$ cat src/rtl/vga_pattern_gen.sv
// vga_pattern_gen
//   Parametrised VGA timing and test-pattern generator. A free-running
//   pixel/line counter pair (stage 0) drives sync, data-enable and one of four
//   test patterns, all registered together on the pixel strobe (stage 1) so
//   the syncs and pixels reach the pins with identical latency.
//
//   Optional feature macro: VGA_PATTERN_SCROLL_EN
//     defined   - an 8-bit frame counter offsets the checkerboard x position,
//                 so the board scrolls by one pixel per frame.
//     undefined - the checkerboard is static and no frame counter is built.
//
// Ports
//   clk          system clock
//   rst          synchronous active-high reset (priority over pix_ce)
//   pix_ce       pixel strobe; all state advances only when high
//   mode[1:0]    pattern select (0 solid red, 1 bars, 2 checker, 3 border),
//                taken into effect at the frame wrap only
//   R/G/B        colour outputs (RW/GW/BW bits), registered
//   HS/VS        sync outputs, active level HS_POL/VS_POL, registered
//   de           data enable, high for visible pixels, registered
//   hcount       current column (stage 0)
//   vcount       current line (stage 0)
//   frame_start  one-clk pulse while the counters have just wrapped to (0,0)
module vga_pattern_gen #(
    parameter int H_ACTIVE = 640,
    parameter int H_FP     = 16,
    parameter int H_SYNC   = 96,
    parameter int H_BP     = 48,
    parameter int V_ACTIVE = 480,
    parameter int V_FP     = 10,
    parameter int V_SYNC   = 2,
    parameter int V_BP     = 33,
    parameter bit HS_POL   = 1'b0,
    parameter bit VS_POL   = 1'b0,
    parameter int RW       = 3,
    parameter int GW       = 3,
    parameter int BW       = 2,
    parameter int CHK_LOG2 = 5
) (
    input  logic          clk,
    input  logic          rst,
    input  logic          pix_ce,
    input  logic [1:0]    mode,
    output logic [RW-1:0] R,
    output logic [GW-1:0] G,
    output logic [BW-1:0] B,
    output logic          HS,
    output logic          VS,
    output logic          de,
    output logic [10:0]   hcount,
    output logic [10:0]   vcount,
    output logic          frame_start
);

    localparam int H_TOTAL = H_ACTIVE + H_FP + H_SYNC + H_BP;
    localparam int V_TOTAL = V_ACTIVE + V_FP + V_SYNC + V_BP;

    localparam logic [10:0] H_LAST   = 11'(H_TOTAL - 1);
    localparam logic [10:0] V_LAST   = 11'(V_TOTAL - 1);
    localparam logic [10:0] H_ACT    = 11'(H_ACTIVE);
    localparam logic [10:0] V_ACT    = 11'(V_ACTIVE);
    localparam logic [10:0] H_EDGE   = 11'(H_ACTIVE - 1);
    localparam logic [10:0] V_EDGE   = 11'(V_ACTIVE - 1);
    localparam logic [10:0] HS_START = 11'(H_ACTIVE + H_FP);
    localparam logic [10:0] HS_END   = 11'(H_ACTIVE + H_FP + H_SYNC);
    localparam logic [10:0] VS_START = 11'(V_ACTIVE + V_FP);
    localparam logic [10:0] VS_END   = 11'(V_ACTIVE + V_FP + V_SYNC);
    localparam logic [10:0] BAR_LAST = 11'(H_ACTIVE / 8 - 1);

    logic [10:0]   hcount_r;
    logic [10:0]   vcount_r;
    logic [1:0]    mode_q_r;
    logic          frame_start_r;
    logic [10:0]   bar_px_r;
    logic [2:0]    bar_idx_r;
    logic          h_last_s;
    logic          v_last_s;
    logic          wrap_s;
    logic          visible_s;
    logic          chk_on_s;
    logic          border_s;
    logic          hs_s;
    logic          vs_s;
    logic [RW-1:0] r_s;
    logic [GW-1:0] g_s;
    logic [BW-1:0] b_s;

    assign h_last_s  = (hcount_r == H_LAST);
    assign v_last_s  = (vcount_r == V_LAST);
    assign wrap_s    = pix_ce & h_last_s & v_last_s;
    assign visible_s = (hcount_r < H_ACT) && (vcount_r < V_ACT);
    assign border_s  = (hcount_r == 11'd0) || (hcount_r == H_EDGE) ||
                       (vcount_r == 11'd0) || (vcount_r == V_EDGE);

`ifdef VGA_PATTERN_SCROLL_EN
    localparam int CHK_W = CHK_LOG2 + 1;
    logic [7:0]       frame_cnt_r;
    logic [CHK_W-1:0] chk_x_s;

    // Frame counter: advances once per frame wrap, used only for scrolling.
    always_ff @(posedge clk) begin
        if (rst) begin
            frame_cnt_r <= 8'd0;
        end else if (wrap_s) begin
            frame_cnt_r <= frame_cnt_r + 8'd1;
        end
    end

    // Only bit CHK_LOG2 of the sum matters, so the sum is kept modulo 2^CHK_W.
    assign chk_x_s  = hcount_r[CHK_W-1:0] + CHK_W'(frame_cnt_r);
    assign chk_on_s = chk_x_s[CHK_LOG2] ^ vcount_r[CHK_LOG2];
`else
    assign chk_on_s = hcount_r[CHK_LOG2] ^ vcount_r[CHK_LOG2];
`endif

    // Stage 0 pixel/line counters.
    always_ff @(posedge clk) begin
        if (rst) begin
            hcount_r <= 11'd0;
            vcount_r <= 11'd0;
        end else if (pix_ce) begin
            if (h_last_s) begin
                hcount_r <= 11'd0;
                if (v_last_s) begin
                    vcount_r <= 11'd0;
                end else begin
                    vcount_r <= vcount_r + 11'd1;
                end
            end else begin
                hcount_r <= hcount_r + 11'd1;
            end
        end
    end

    // Frame-start pulse and pattern register; both act only on the frame wrap.
    always_ff @(posedge clk) begin
        if (rst) begin
            frame_start_r <= 1'b0;
            mode_q_r      <= 2'd0;
        end else begin
            frame_start_r <= wrap_s;
            if (wrap_s) begin
                mode_q_r <= mode;
            end
        end
    end

    // Bar tracker: bar_idx_r = hcount/(H_ACTIVE/8) without a divider.
    always_ff @(posedge clk) begin
        if (rst) begin
            bar_px_r  <= 11'd0;
            bar_idx_r <= 3'd0;
        end else if (pix_ce) begin
            if (h_last_s) begin
                bar_px_r  <= 11'd0;
                bar_idx_r <= 3'd0;
            end else if (bar_px_r == BAR_LAST) begin
                bar_px_r  <= 11'd0;
                bar_idx_r <= bar_idx_r + 3'd1;
            end else begin
                bar_px_r <= bar_px_r + 11'd1;
            end
        end
    end

    // Sync decode from the stage 0 counters.
    always_comb begin
        hs_s = ~HS_POL;
        vs_s = ~VS_POL;
        if ((hcount_r >= HS_START) && (hcount_r < HS_END)) begin
            hs_s = HS_POL;
        end else begin
            hs_s = ~HS_POL;
        end
        if ((vcount_r >= VS_START) && (vcount_r < VS_END)) begin
            vs_s = VS_POL;
        end else begin
            vs_s = ~VS_POL;
        end
    end

    // Pattern colour for the current stage 0 position; black outside visible.
    always_comb begin
        r_s = {RW{1'b0}};
        g_s = {GW{1'b0}};
        b_s = {BW{1'b0}};
        if (visible_s) begin
            case (mode_q_r)
                2'd0: begin
                    r_s = {RW{1'b1}};
                end
                2'd1: begin
                    r_s = {RW{bar_idx_r[2]}};
                    g_s = {GW{bar_idx_r[1]}};
                    b_s = {BW{bar_idx_r[0]}};
                end
                2'd2: begin
                    r_s = {RW{chk_on_s}};
                    g_s = {GW{chk_on_s}};
                    b_s = {BW{chk_on_s}};
                end
                2'd3: begin
                    r_s = {RW{border_s}};
                    g_s = {GW{border_s}};
                    b_s = {BW{border_s}};
                end
                default: begin
                    r_s = {RW{1'b0}};
                    g_s = {GW{1'b0}};
                    b_s = {BW{1'b0}};
                end
            endcase
        end else begin
            r_s = {RW{1'b0}};
            g_s = {GW{1'b0}};
            b_s = {BW{1'b0}};
        end
    end

    // Stage 1 output registers: colour, syncs and de share one pipeline step.
    always_ff @(posedge clk) begin
        if (rst) begin
            R  <= {RW{1'b0}};
            G  <= {GW{1'b0}};
            B  <= {BW{1'b0}};
            HS <= ~HS_POL;
            VS <= ~VS_POL;
            de <= 1'b0;
        end else if (pix_ce) begin
            R  <= r_s;
            G  <= g_s;
            B  <= b_s;
            HS <= hs_s;
            VS <= vs_s;
            de <= visible_s;
        end
    end

    assign hcount      = hcount_r;
    assign vcount      = vcount_r;
    assign frame_start = frame_start_r;

endmodule
$ cat config.mk
export PLATFORM = sky130hd
export DESIGN_NAME = vga_pattern_gen
export DESIGN_NICKNAME = d
export VERILOG_FILES = /design/src/rtl/vga_pattern_gen.sv
export SDC_FILE = /design/constraint.sdc
export NUM_CORES = 1
export LEC_CHECK = 0
export BUFFER_PORTS_ARGS = -buffer_cell sky130_fd_sc_hd__buf_4
export CAP_MARGIN = 20
export CORE_MARGIN = 2
export CORE_UTILIZATION = 35
export CTS_CLUSTER_DIAMETER = 200
export CTS_CLUSTER_SIZE = 28
export DETAILED_ROUTE_END_ITERATION = 10
export PLACE_DENSITY = 0.64
export SYNTH_ARGS = -nofsm -noshare
export SYNTH_HDL_FRONTEND = slang
export SYNTH_SLANG_ARGS = --single-unit
$ cat constraint.sdc
create_clock -name clk -period 2.2 [get_ports clk]
set_clock_uncertainty 0.05 [all_clocks]
set_input_delay 0.55 -clock clk [delete_from_list [all_inputs] [get_ports clk]]
set_output_delay 0.55 -clock clk [all_outputs]
set_load 0.005 [all_outputs]
### Word level (Yosys, flattened, before mapping)

Index checks and enable logic that the tools add are counted.

| word-level totals | value |
|---|---|
| output and inout bits | 34 |
| logic and storage cells | 59 |
| bits of input ports | 5 |
| flip-flop bits (word level) | 50 |

| operators by class | value |
|---|---|
| multiplexer cells | 14 |
| eq/ne operators | 8 |
| reduce and logical (&&, ||, !) cells | 12 |
| bitwise logic cells | 3 |
| add/sub/neg operators | 4 |
| order comparisons | 6 |

Operator list:

| kind | count |
|---|---|
| 2-to-1 mux 11 bit | 4 |
| adder 11 x 1 -> 11 bit, second input constant | 3 |
| equality test 11 x 10 -> 1 bit, second input constant | 3 |
| logical NOT 11 bit | 2 |
| less-than comparator 11 x 10 -> 1 bit, second input constant | 2 |
| less-than comparator 11 x 9 -> 1 bit, second input constant | 2 |
| 2-to-1 mux 3 bit | 4 |
| one-hot mux 3 bit (4 select lines) | 1 |
| equality test 11 x 7 -> 1 bit, second input constant | 1 |
| equality test 11 x 9 -> 1 bit, second input constant | 1 |
| >= comparator 11 x 10 -> 1 bit, second input constant | 1 |
| >= comparator 11 x 9 -> 1 bit, second input constant | 1 |
| one-hot mux 3 bit (3 select lines) | 1 |
| one-hot mux 2 bit (3 select lines) | 1 |
| equality test 2 bit, second input constant | 2 |
| AND reduction 2 bit | 2 |
| adder 3 x 1 -> 3 bit, second input constant | 1 |
| logical AND 1 bit | 3 |
| logical OR 1 bit | 3 |
| AND 1 bit | 2 |
| equality test 2 x 1 -> 1 bit, second input constant | 1 |
| logical NOT 2 bit | 1 |
| 2-to-1 mux 1 bit | 2 |
| 2-to-1 mux 2 bit | 1 |
| other kinds (2) | 2 |

### Logic depth before layout (Yosys ltp)

| depth | value |
|---|---|
| depth in word-level cells | 6 |
| gate-level depth with buffers | 8 |
| gate-level depth less buffers | 6 |

### Least setup slack after synthesis

OpenSTA, ideal clock, no wires.

| timing path | value |
|---|---|
| path kind | register to register |
| start point | register hcount_r[0] (netlist: hcount[0]) |
| end point | register vcount_r[7] (netlist: vcount[7]) |
| library setup time | 115 ps |
| period minus slack after synthesis | 1856 ps |
| required time | 2035 ps |
| buffers on the path | 2 |
| cell stages (with the launch flop) | 8 |
| setup slack | 344 ps |
| arrival time | 1690 ps |
| path through | dfxtp_1 ha_1 and4_1 buf_2 nand4_1 buf_2 o21ai_2 o21ba_2 |

| between the ends | value |
|---|---|
| word-level cells in the longest chain between the ends | 2 |

RTL lines:

| what | RTL line | RTL |
|---|---|---|
| start: declaration | 70 | `logic [10:0] hcount_r;` |
| start signal: assignment | 130 | `hcount_r <= hcount_r + 11'd1;` |
| equality test 11 x 10 -> 1 bit | 88 | `assign h_last_s = (hcount_r == H_LAST);` |
| AND reduction 2 bit (no source line) | - |  |
| end signal: assignment | 127 | `vcount_r <= vcount_r + 11'd1;` |
| end: declaration | 71 | `logic [10:0] vcount_r;` |

No other way between the ends.
A chain may end at the register's enable or synchronous reset.

### Worst setup path after layout

| timing path | value |
|---|---|
| start point | register hcount_r[0] (netlist: hcount[0]) |
| end point | register bar_px_r[9] |

| between the ends | value |
|---|---|
| word-level cells in the longest chain between the ends | 2 |

RTL lines:

| what | RTL line | RTL |
|---|---|---|
| equality test 11 x 10 -> 1 bit | 88 |  |
| 2-to-1 mux 11 bit | 154 | `if (h_last_s) begin` |
| end signal: assignment | 161 | `bar_px_r <= bar_px_r + 11'd1;` |
| end: declaration | 74 | `logic [10:0] bar_px_r;` |

No other way between the ends.

==> impl_metrics.ini <==
[synth]
synth_top_cell_area_share_pct = 37.4
synth-edff-count = 0
yosysUniqueCellTypes = 46
synthTopCellsByArea = dfxtp_1 (37%), xnor2_1 (5.1%), a21oi_1 (3.7%), nor3_1 (3.7%), nand2_1 (3.3%)
postSynthAreaPerCell_um2 = 8.38
syn_nets = 298
synth.cell_area_mm2 = 0.00241
synth_async_sr_flop_share_pct = 0
synth-seq-area-share_pct = 37.4
syn_inst = 287
synth.ff_latch_count = 45
synth_largest_area_cell = dfxtp_1
synth_top_flop_cell = dfxtp_1
yosysWarnings = 0

[layout]
drive_gt1_share_pct = 18.7
layout_commonest_cell = buf_4
finalInstanceArea_mm2 = 0.00282
antenna_cells = 0
area_delta_synth_final_pct = 17.2
final_cell_mix = buf_4 (46), dfxtp_1 (45), nand2_1 (21), nor2_1 (21)
fin_nets = 331

[power]
vdd_drop_max_uv = 179
p_leak_nw = 1.03
p_per_area_mw_per_mm2 = 507

[timing]
min_period_ns = 2.00
finalWorstSetupSlack_ns = 0.204
setup_viol = 0
post-route-period-util_pct = 90.7
tightest_slew_ns = 0.509
clock.fmax_mhz = 501
finalHoldViolCount = 0
relSlewSlack_pct = 66.0
drv_slew = 0
tns_ns = 0
timing.hold.ws_ns = 0.444
rsz0062_at_grt = no

[clocking]
post_cts_buffers = 0
cts.path.max_buffers = 2
clk_latency_ns = 0.30
numCtsBuffers = 5
cts.clk_slew.worst_paths_ns = 0.09
cts_resized = 0
cts_hold_buf = 0
clock_sinks = 45
cts_tree = done
htreeDepth = 2
cts_root_buffer = clkbuf_8

[outcome]
status = completed

[critical_path]
cp.required_ns = 2.34
crit_fanout = 11
cp-start-kind = flip-flop
arrival_ns = 2.13
critPathKind = flip-flop to flip-flop
critPathCaptureType = flip-flop

[detailed_routing]
vias = 2168
first_pass_iters = 4
detail_route.vias_per_cell = 5.41
antenna_left = 0
routed_wl_um = 5580
wl_per_cell_um = 13.9
drt_iter0_markers = 98
route.detailed.drc = 0

[die]
ioPinCount = 39
rows = 30
fp.dieH_um = 86.9
die_x_um = 86.9
core_area_mm2 = 0.00672
initial_core_util_pct = 35.8
fp.dieArea_mm2 = 0.00755

[place]
gp_congestion = 0.817
dp_slack_ns = 0.195
placed_cell_area_mm2 = 0.00273
dp_hpwl_um = 4100
port_buffers = 38

[global_routing]
overflow = 0
grt_pass1_vias = 1962
grt_usage_pct = 15.2
grt_max_degree = 21
grt_first_pass_wirelength_um = 9330
antenna_found_initial = 0

[worst_hold_path]
min_path_type = flip-flop to flip-flop

[job]
drv_cap = 0
## state kept, by name, summed over array words and instances, names as in the netlist
name and cells:
bar_px_r 11, hcount 11, vcount 11, bar_idx_r 3, mode_q_r 2, B 1, G 1, HS 1
R 1, VS 1, de 1, frame_start 1
## worst paths after layout
check / from / end / slack [ns] / cells after the start
worst max register to register: hcount[0] / bar_px_r[9] / 0.20 / 6
worst min-delay path: bar_idx_r[1] / bar_idx_r[1] / 0.44 / 2
worst max-delay path: hcount[0] / bar_px_r[9] / 0.20 / 6
worst min register to register: bar_idx_r[1] / bar_idx_r[1] / 0.44 / 2
## routing by layer
metal / GRT usage (%) / routed length, um / vias to the layer above
met5: 0 / 0 / -
met4: 4.40 / 70 / 0
met3: 2.94 / 202 / 6
met2: 23.8 / 2590 / 48
met1: 21.1 / 2720 / 1018
li1: - / - / 1096
## power breakdown
part	leakage, nW	internal [mW]	switching, mW	total (mW)
registers	0.364	0.824	0.0118	0.836
clock network	0.0439	0.220	0.291	0.511
logic	0.624	0.0392	0.0429	0.0821
## metrics by stage
step           total power, mW  utilization [%]  std cells
6_report                  1.43             42.0        401
5_1_grt                   1.48             42.0        401
4_1_cts                   1.44             42.0        401
3_5_place_dp             0.938             40.7        393
3_3_place_gp             0.937             40.7        393
2_1_floorplan            0.906                -        287
## cell usage after synthesis, drive strengths merged (2+ instances only)
master,instances
nor2,21
nand4,13
o21bai,2
inv,9
nor4b,5
and4,5
clkbuf,4
a211oi,2
or3,8
nor4,10
ha,6
nand2,21
buf,16
mux2i,5
xnor2,14
nor3,18
a221oi,2
o21ai,14
xor2,7
a21oi,18
nor2b,11
nand3,15
dfxtp,45
## cells by family (layout without fill, tap and decap cells)
logic type | after synthesis | count (layout) | share of synthesized area [%]
and+or+nand+nor | 135 | 135 | 31.8
xor gates and xnor gates | 21 | 21 | 7.64
DFF | 45 | 45 | 37.4
AOI/OAI and AO/OA | 46 | 46 | 11.6
muxes | 5 | 5 | 2.08
adders and majority gates | 6 | 6 | 3.12
buffers and inverters | 29 | 63 | 6.29
## cell type report
type	count	area, um2
Sequential cell	45	901
Fill cell	688	3900
Clock inverter	3	17.5
Tap cell	80	100
Inverter	9	33.8
Clock buffer	5	68.8
Multi-Input combinational cell	213	1350
Timing Repair Buffer	46	345
## worst max-delay path, stage by stage, from the launching register on
cell	delay, ns
dfxtp_1	0.42
ha_1	0.24
and4_1	0.33
nand3_1	0.20
a21oi_1	0.32
buf_4	0.24
nor3_1	0.07
No activity file was read; power rests on OpenSTA's default activity.
